### config.mk
export PLATFORM = sky130hd
export DESIGN_NAME = share_add_seq
export DESIGN_NICKNAME = d
export VERILOG_FILES = /design/src/rtl/share_add_seq.sv
export SDC_FILE = /design/constraint.sdc
export NUM_CORES = 1
export LEC_CHECK = 0
export CELL_PAD_IN_SITES_DETAIL_PLACEMENT = 1
export CELL_PAD_IN_SITES_GLOBAL_PLACEMENT = 1
export CORE_ASPECT_RATIO = 1.75
export CORE_MARGIN = 3
export CORE_UTILIZATION = 40
export CTS_BUF_LIST = sky130_fd_sc_hd__clkbuf_8
export DETAILED_ROUTE_END_ITERATION = 12
export PLACE_DENSITY = 0.89
export SYNTH_ARGS = -nofsm -noshare
export SYNTH_HDL_FRONTEND = slang
export SYNTH_SLANG_ARGS = --single-unit
### constraint.sdc
create_clock -name clk -period 2.6 [get_ports clk]
set_input_delay 0.52 -clock clk [delete_from_list [all_inputs] [get_ports clk]]
set_output_delay 0.52 -clock clk [all_outputs]
set_load 0.01 [all_outputs]
### src/rtl/share_add_seq.sv
// -----------------------------------------------------------------------------
// share_add_seq
//
// Purpose:
//   Sequential select-add datapath built around one physical adder that is
//   used twice. It computes z = k + s + s, where s = x ? w : v, as the chain
//   y = k + s (first pass), z = y + s (second pass). Operands arrive through a
//   valid/ready handshake and the result leaves through a second valid/ready
//   handshake. One result takes four cycles: IDLE, ADD1, ADD2, HOLD.
//
// Configuration:
//   SHARE_ADD_SAT_EN  When defined, results above 2^(WIDTH+1)-1 are clamped to
//                     that value and sat is raised alongside out_valid. When
//                     undefined, z carries the full WIDTH+2 bit sum and sat is
//                     tied to 0.
//
// Ports:
//   clk        in   1        rising-edge clock
//   rst_n      in   1        asynchronous active-low reset
//   in_valid   in   1        operand set present on k/v/w/x
//   in_ready   out  1        block can accept an operand set (IDLE only)
//   k          in   WIDTH    base operand
//   v          in   WIDTH    operand used when x=0
//   w          in   WIDTH    operand used when x=1
//   x          in   1        operand select
//   out_valid  out  1        z valid (HOLD only)
//   out_ready  in   1        consumer accepts z
//   z          out  WIDTH+2  result; keeps its last value after handoff
//   sat        out  1        result was clamped (SHARE_ADD_SAT_EN builds only)
//   op_cnt     out  CNT_W    number of results handed off, wraps silently
// -----------------------------------------------------------------------------
module share_add_seq #(
  parameter int WIDTH = 3,
  parameter int CNT_W = 8
) (
  input  logic               clk,
  input  logic               rst_n,
  input  logic               in_valid,
  output logic               in_ready,
  input  logic [WIDTH-1:0]   k,
  input  logic [WIDTH-1:0]   v,
  input  logic [WIDTH-1:0]   w,
  input  logic               x,
  output logic               out_valid,
  input  logic               out_ready,
  output logic [WIDTH+1:0]   z,
  output logic               sat,
  output logic [CNT_W-1:0]   op_cnt
);

  localparam int SW = WIDTH + 2;

  typedef enum logic [1:0] {
    IDLE = 2'd0,
    ADD1 = 2'd1,
    ADD2 = 2'd2,
    HOLD = 2'd3
  } state_t;

  state_t state_q, state_d;

  // Datapath registers
  logic [SW-1:0]    k_q;
  logic [SW-1:0]    s_q;
  logic [SW-1:0]    acc_q;
  logic [SW-1:0]    z_q;
  logic [CNT_W-1:0] op_cnt_q;

  // Control strobes from the output process
  logic load_ops;
  logic load_acc;
  logic load_z;
  logic cnt_inc;

  // Shared adder signals
  logic [SW-1:0] add_a;
  logic [SW-1:0] sum;
  logic [SW-1:0] sel_ext;
  logic [SW-1:0] z_load_val;

  // ---------------------------------------------------------------------------
  // FSM: state register
  // ---------------------------------------------------------------------------
  always_ff @(posedge clk or negedge rst_n) begin
    if (!rst_n) begin
      state_q <= IDLE;
    end else begin
      state_q <= state_d;
    end
  end

  // ---------------------------------------------------------------------------
  // FSM: next-state logic
  // ---------------------------------------------------------------------------
  always_comb begin
    state_d = state_q;
    case (state_q)
      IDLE:    if (in_valid)  state_d = ADD1;
      ADD1:                   state_d = ADD2;
      ADD2:                   state_d = HOLD;
      HOLD:    if (out_ready) state_d = IDLE;
      default:                state_d = IDLE;
    endcase
  end

  // ---------------------------------------------------------------------------
  // FSM: outputs and datapath strobes, all decoded from the current state.
  // in_ready depends on state only, so an in_valid seen in HOLD is not taken
  // until the following IDLE cycle.
  // ---------------------------------------------------------------------------
  always_comb begin
    in_ready  = 1'b0;
    out_valid = 1'b0;
    load_ops  = 1'b0;
    load_acc  = 1'b0;
    load_z    = 1'b0;
    cnt_inc   = 1'b0;
    case (state_q)
      IDLE: begin
        in_ready = 1'b1;
        load_ops = in_valid;
      end
      ADD1: load_acc = 1'b1;
      ADD2: load_z   = 1'b1;
      HOLD: begin
        out_valid = 1'b1;
        cnt_inc   = out_ready;
      end
      default: ;
    endcase
  end

  // ---------------------------------------------------------------------------
  // Operand select, zero-extended to the sum width at capture time
  // ---------------------------------------------------------------------------
  assign sel_ext = x ? {2'b00, w} : {2'b00, v};

  // The one adder: its left operand is k during ADD1 and the partial sum
  // during ADD2; the right operand is always the captured select value.
  assign add_a = (state_q == ADD2) ? acc_q : k_q;
  assign sum   = add_a + s_q;

`ifdef SHARE_ADD_SAT_EN
  localparam logic [SW-1:0] ZMAX = {1'b0, {(WIDTH+1){1'b1}}};

  logic over;
  logic sat_q;

  assign over       = (sum > ZMAX);
  assign z_load_val = over ? ZMAX : sum;

  always_ff @(posedge clk or negedge rst_n) begin
    if (!rst_n) begin
      sat_q <= 1'b0;
    end else if (load_z) begin
      sat_q <= over;
    end
  end

  assign sat = sat_q;
`else
  assign z_load_val = sum;
  assign sat        = 1'b0;
`endif

  // ---------------------------------------------------------------------------
  // Datapath registers
  // ---------------------------------------------------------------------------
  always_ff @(posedge clk or negedge rst_n) begin
    if (!rst_n) begin
      k_q      <= '0;
      s_q      <= '0;
      acc_q    <= '0;
      z_q      <= '0;
      op_cnt_q <= '0;
    end else begin
      if (load_ops) begin
        k_q <= {2'b00, k};
        s_q <= sel_ext;
      end
      if (load_acc) begin
        acc_q <= sum;
      end
      if (load_z) begin
        z_q <= z_load_val;
      end
      if (cnt_inc) begin
        op_cnt_q <= op_cnt_q + 1'b1;
      end
    end
  end

  assign z      = z_q;
  assign op_cnt = op_cnt_q;

endmodule

==> results of run 1 <==
-- state kept, by name, summed over array words and instances (netlist names) --
signal / flops
op_cnt: 8
acc_q: 5
z: 5
k_q: 3
s_q: 3
state_q: 2
-- power breakdown --
| group | internal (mW) | leakage (nW) | total (mW) | switching (mW) |
|---|---|---|---|---|
| Sequential | 0.582 | 0.322 | 0.728 | 0.146 |
| Combinational | 0.538 | 0.398 | 1.03 | 0.493 |
| Clock | 0.104 | 0.0216 | 0.220 | 0.117 |
| Total | 1.22 | 0.741 | 1.98 | 0.756 |
-- routing by layer --
layer  share of wire, %  GRT usage, %  wire [um]  vias to the layer above
met5                  0             0          0                        -
met4                2.5          8.83         74                        0
met3                2.0         0.907         58                        8
met2                 58          32.4       1700                       23
met1                 38          16.5       1110                      455
li1                   -             -          -                      443
-- cell type report --
class | instances | area (um^2) | area share (%)
repair buffers | 30 | 295 | 17.6
well taps | 42 | 52.6 | 3.13
inverters | 6 | 22.5 | 1.34
multi-input cells | 75 | 616 | 36.7
clock buffers | 3 | 41.3 | 2.46
flip-flops and latches | 26 | 651 | 38.8
-- through the flow --
| stage | setup WS (ps) | cell area (um^2) | utilization, % |
|---|---|---|---|
| 3_3_place_gp | 311 | 1640 | 54.1 |
| 4_1_cts | 165 | 1680 | 55.5 |
| 2_1_floorplan | 297 | 1320 | - |
| 5_1_grt | 9.25 | 1680 | 55.5 |
| 6_report | 162 | 1680 | 55.5 |
| 3_5_place_dp | 185 | 1640 | 54.1 |
-- synthesized netlist by cell type --
cell type,number
o21ai_0,3
o221ai_1,1
a211o_1,3
inv_2,1
nand2_2,1
nor2b_2,1
and2_1,1
conb_1,1
nand2b_1,1
fa_1,1
dfrtp_1,26
nand2_1,10
a21oi_2,1
and3_1,2
nand3_1,2
a21o_1,2
mux2_4,1
o32a_1,1
mux2_2,7
o311ai_1,1
mux2i_1,3
xnor2_1,7
a21oi_1,3
mux2_1,4
ha_1,9
nand4_1,6
buf_4,2
xor2_1,1
inv_1,5
buf_6,1
nor2_1,2
-- cells by family (layout without fill, tap and decap cells) --
family	Yosys count	in the layout	share of synthesized area [%]
fa+ha+maj	10	10	10.1
mux	15	15	12.8
buf+inv	9	39	3.71
flops	26	26	49.5
xor+xnor	8	8	5.33
other cells	1	1	0.285
simple gates	26	26	10.1
compound gates	15	15	8.18
-- worst max path at each step --
stage	startpoint	endpoint	slack, ps	cells past startpoint
4_1_cts	state_q[0]$_DFFE_PN0P_	z[3]$_DFFE_PN0P_	170	8
2_1_floorplan	state_q[0]$_DFFE_PN0P_	acc_q[4]$_DFFE_PN0N_	300	9
5_1_grt	state_q[0]$_DFFE_PN0P_	z[3]$_DFFE_PN0P_	9	8
6_report	state_q[0]$_DFFE_PN0P_	z[3]$_DFFE_PN0P_	160	8
3_5_place_dp	state_q[0]$_DFFE_PN0P_	z[3]$_DFFE_PN0P_	180	8
3_3_place_gp	state_q[0]$_DFFE_PN0P_	acc_q[4]$_DFFE_PN0N_	310	8
==> metrics.txt, run 1 <==
Starting Density 43.5%; residual DRC count 0; Routed WL 2940 um; Worst path slowest cell dfrtp_1; Startpoint Class flop; Leakage 0.741 nW; fmax 410 MHz; CTS buffer count 3; crit-path max FO 10; R2R Setup Slk 160 ps; Final min period 2440 ps; cell count after synthesis 110; vias 929; Placed Instances 179; Total GRT Usage 16.2%; CTS tree built; vias in the first global route 1113; share of the synthesized area in the top cell type 49.5%; Synth cell types 31; run status complete, no violations; syn_nets 134; most common cell after layout, fill and taps aside clkdlybuf4s50_1; sequential share of the synthesized area 49.5%; Worst-Skew Late Latency 260 ps; VDD IR max 0.646 mV; Setup crit end kind flop; Overflow after GRT 0; RSZ-0062 raised after global routing no; clock skew 1.61 ps; Layout Area Growth over Synthesis 27.6%; initial antenna violation count 0; post-CTS setup buffers 0; Port Buffers 28; Worst Hold Slack 491 ps; Mapped Avg Cell Area 12.0 um^2; Power Total 1.98 mW; Fillers 318; Crit path max-delay family adder cells; Area contributors post-synth dfrtp_1, ha_1, mux2_2, xnor2_1, mux2_1; Die Span X 49.3 um; required time worst endpoint 2740 ps; cts repair resizes 0; post-DR vias/cell 5.10; Ant. Diodes 0; min-delay src op_cnt[7]$_DFFE_PN0P_; Pre-antenna DRT Iters 4; Die Ht 81.9 um; count of final setup violators 0; crit-path most repeated cell ha_1; CP Cell Sequence inv_1, ha_1, buf_4, mux2_2, ha_1, a21oi_1, a211o_1, nand3_1; hold_buf cts 0; CP bufs+invs 2; Ports 30; Ys Warns 0; Setup TNS 0 ps; Layout Nets 166; power density over the cells 1180 nW/um^2; H-tree levels 1; hold path endpoint op_cnt[7]$_DFFE_PN0P_; Rows 26; CP Data Arrival Time 2580 ps; post-DP HPWL 2420 um; share of cells above drive strength 1 12.1%; post-synthesis cell area 1320 um^2; area leader, netlist dfrtp_1; final slew viol count 0; CP max stage delay 430 ps; final hold vios 0; first-pass GRT wire length 5030 um; final worst path period share 93.8%; most frequent cells in the layout clkdlybuf4s50_1, dfrtp_1, nand2_1; clock sink count 26; final instance count without filler cells 182; critical path class flop to flop; hold depth 1; WL/cell 16.2 um; clk buf depth 2; Reg2Reg Launch Point state_q[0]$_DFFE_PN0P_; Worst-path clk slew 80 ps; worst r2r path cells 8; pin count of the biggest net entering global routing 27; Die Area 4040 um^2; core box area 3030 um^2; # Max-Cap Violations 0; Yosys reg bits 26; gpl congestion 0.806; 1st-iter DRT viols 15; worst hold path type flop to flop; reg2reg end z[3]$_DFFE_PN0P_; Final ANT Viol Nets 0; clock tree root buffer cell clkbuf_8
Power figures use the tool's default switching activity.
==> inputs of run 2 (changes only) <==
--- a/config.mk
+++ b/config.mk
@@ -9,10 +9,10 @@
 export CELL_PAD_IN_SITES_GLOBAL_PLACEMENT = 1
 export CORE_ASPECT_RATIO = 1.75
 export CORE_MARGIN = 3
-export CORE_UTILIZATION = 40
+export CORE_UTILIZATION = 43
 export CTS_BUF_LIST = sky130_fd_sc_hd__clkbuf_8
 export DETAILED_ROUTE_END_ITERATION = 12
-export PLACE_DENSITY = 0.89
+export PLACE_DENSITY = 0.94
 export SYNTH_ARGS = -nofsm -noshare
 export SYNTH_HDL_FRONTEND = slang
 export SYNTH_SLANG_ARGS = --single-unit
==> constraint.sdc (replaced) <==
create_clock -name clk -period 3 [get_ports clk]
set_input_delay 0.6 -clock clk [delete_from_list [all_inputs] [get_ports clk]]
set_output_delay 0.6 -clock clk [all_outputs]
set_load 0.01 [all_outputs]
==> metrics.txt, run 2 (synthesis results as in run 1) <==
initial antenna violation count 0 (unchanged); clock sink count 26 (unchanged); residual DRC count 0 (unchanged); worst hold path type flop to flop; clock tree root buffer cell clkbuf_8; Ant. Diodes 0 (unchanged); required time worst endpoint 3180 ps (+440 ps); pin count of the biggest net entering global routing 27 (unchanged); Die Span X 47.8 um (-3.1%); vias 961 (+3.4%); worst r2r path cells 8 (unchanged); final instance count without filler cells 168 (-7.7%); Leakage 0.748 nW (+0.97%); Rows 25 (-3.8%); Die Ht 79.2 um (-3.3%); Starting Density 46.7% (+3.2 points); CP Data Arrival Time 2550 ps (-30 ps); CP max stage delay 440 ps (about the same); CTS buffer count 3 (unchanged); Startpoint Class flop; Setup crit end kind flop; most common cell after layout, fill and taps aside clkdlybuf4s50_1; H-tree levels 1 (unchanged); Crit path max-delay family adder cells; WP depth 8 (unchanged); WL/cell 19.3 um (+19%); Worst-path clk slew 90 ps (about the same); hold depth 1 (unchanged); crit-path max FO 5 (-5); Power Total 1.79 mW (-9.6%); Pre-antenna DRT Iters 3 (-1); Routed WL 3240 um (+9.9%); most frequent cells in the layout clkdlybuf4s50_1, dfrtp_1, nand2_1; final worst path period share 79.0% (-15 points); setup slack after layout 631 ps (+469 ps); CTS tree built; Port Buffers 28 (unchanged); final hold vios 0 (unchanged); Total GRT Usage 20.9% (+4.6 points); VDD IR max 0.564 mV (-13%); post-DP HPWL 2590 um (+6.9%); Worst path slowest cell dfrtp_1; count of final setup violators 0 (unchanged); 1st-iter DRT viols 17 (+2); vias in the first global route 1120 (+0.63%); Layout Nets 166 (unchanged); first-pass GRT wire length 5590 um (+11%); critical path class flop to flop; final slew viol count 0 (unchanged); clock skew 3.50 ps (+1.90 ps); RSZ-0062 raised after global routing no; Ports 30 (unchanged); Placed Instances 164 (-8.4%); power density over the cells 1070 nW/um^2 (-9.4%); Worst-Skew Late Latency 280 ps (+20 ps); Final min period 2370 ps (-69.2 ps); CP bufs+invs 1 (-1); # Max-Cap Violations 0 (unchanged); hold_buf cts 0 (unchanged); Layout Area Growth over Synthesis 27.2%; share of cells above drive strength 1 12.8% (+0.62 points); gpl congestion 0.760 (-5.7%); Final ANT Viol Nets 0 (unchanged); clk buf depth 2 (unchanged); cts repair resizes 0 (unchanged); core box area 2820 um^2 (-6.9%); post-DR vias/cell 5.72 (+12%); fmax 422 MHz (+2.9%); Overflow after GRT 0 (unchanged); run status complete, no violations; CP Cell Sequence inv_1, ha_1, mux2_2, ha_1, fa_1, a21o_1, a21o_1, o311ai_1; post-CTS setup buffers 0 (unchanged); Die Area 3780 um^2 (-6.3%); Setup WS pre-CTS 665 ps (+480 ps); Setup TNS 0 ps (unchanged); max reg flops 8 (unchanged)
run 2: cell count changes in the layout (fill, tap and decap cells not counted), sizes merged:
cell,delta
clkbuf,+1
run 2: worst reg2reg max path, delay by kind of cell (launching register included):
kind            cells  cell delay, ps
fa+ha+maj           3             910
compound gates      3             470
flops               1             440
mux                 1             370
buf+inv             1             110
run 2: cell type report:
| class | instances | area [um^2] |
|---|---|---|
| clock buffers | 4 | 55.1 |
| inverters | 6 | 22.5 |
| flip-flops and latches | 26 | 651 |
| repair buffers | 30 | 295 |
| multi-input cells | 75 | 616 |
| fillers | 298 | 1140 |
| well taps | 27 | 33.8 |
run 2: final timing paths:
| check | slack [ps] | endpoint | startpoint |
|---|---|---|---|
| worst max-delay path | 630 | acc_q[4]$_DFFE_PN0N_ | state_q[0]$_DFFE_PN0P_ |
| worst min-delay path | 510 | op_cnt[7]$_DFFE_PN0P_ | op_cnt[7]$_DFFE_PN0P_ |
| worst max register to register | 630 | acc_q[4]$_DFFE_PN0N_ | state_q[0]$_DFFE_PN0P_ |
| worst min register to register | 510 | op_cnt[7]$_DFFE_PN0P_ | op_cnt[7]$_DFFE_PN0P_ |
| max in group asynchronous | 2070 | s_q[0]$_DFFE_PN0P_ | rst_n |
| min in group asynchronous | 680 | acc_q[3]$_DFFE_PN0N_ | rst_n |
run 2: where the power goes:
group / internal [mW] / switching [mW]
Clock: 0.118 / 0.111
Sequential: 0.504 / 0.135
Combinational: 0.473 / 0.448
run 2: metal layers:
| metal | track usage (%) | routed length, um | vias up |
|---|---|---|---|
| met5 | 0 | 0 | - |
| met4 | 8.63 | 76 | 0 |
| met3 | 3.17 | 114 | 7 |
| met2 | 35.5 | 1910 | 22 |
| met1 | 24.4 | 1140 | 489 |
| li1 | - | - | 443 |
run 2: metrics by stage:
step                      area, um^2  hold slack [ps]  util [%]
final                           1670              511      59.4
after global placement          1620              465      57.5
after global routing            1670              534      59.4
after floorplan                 1320              304         -
after detailed placement        1620              502      57.5
after CTS                       1670              514      59.4
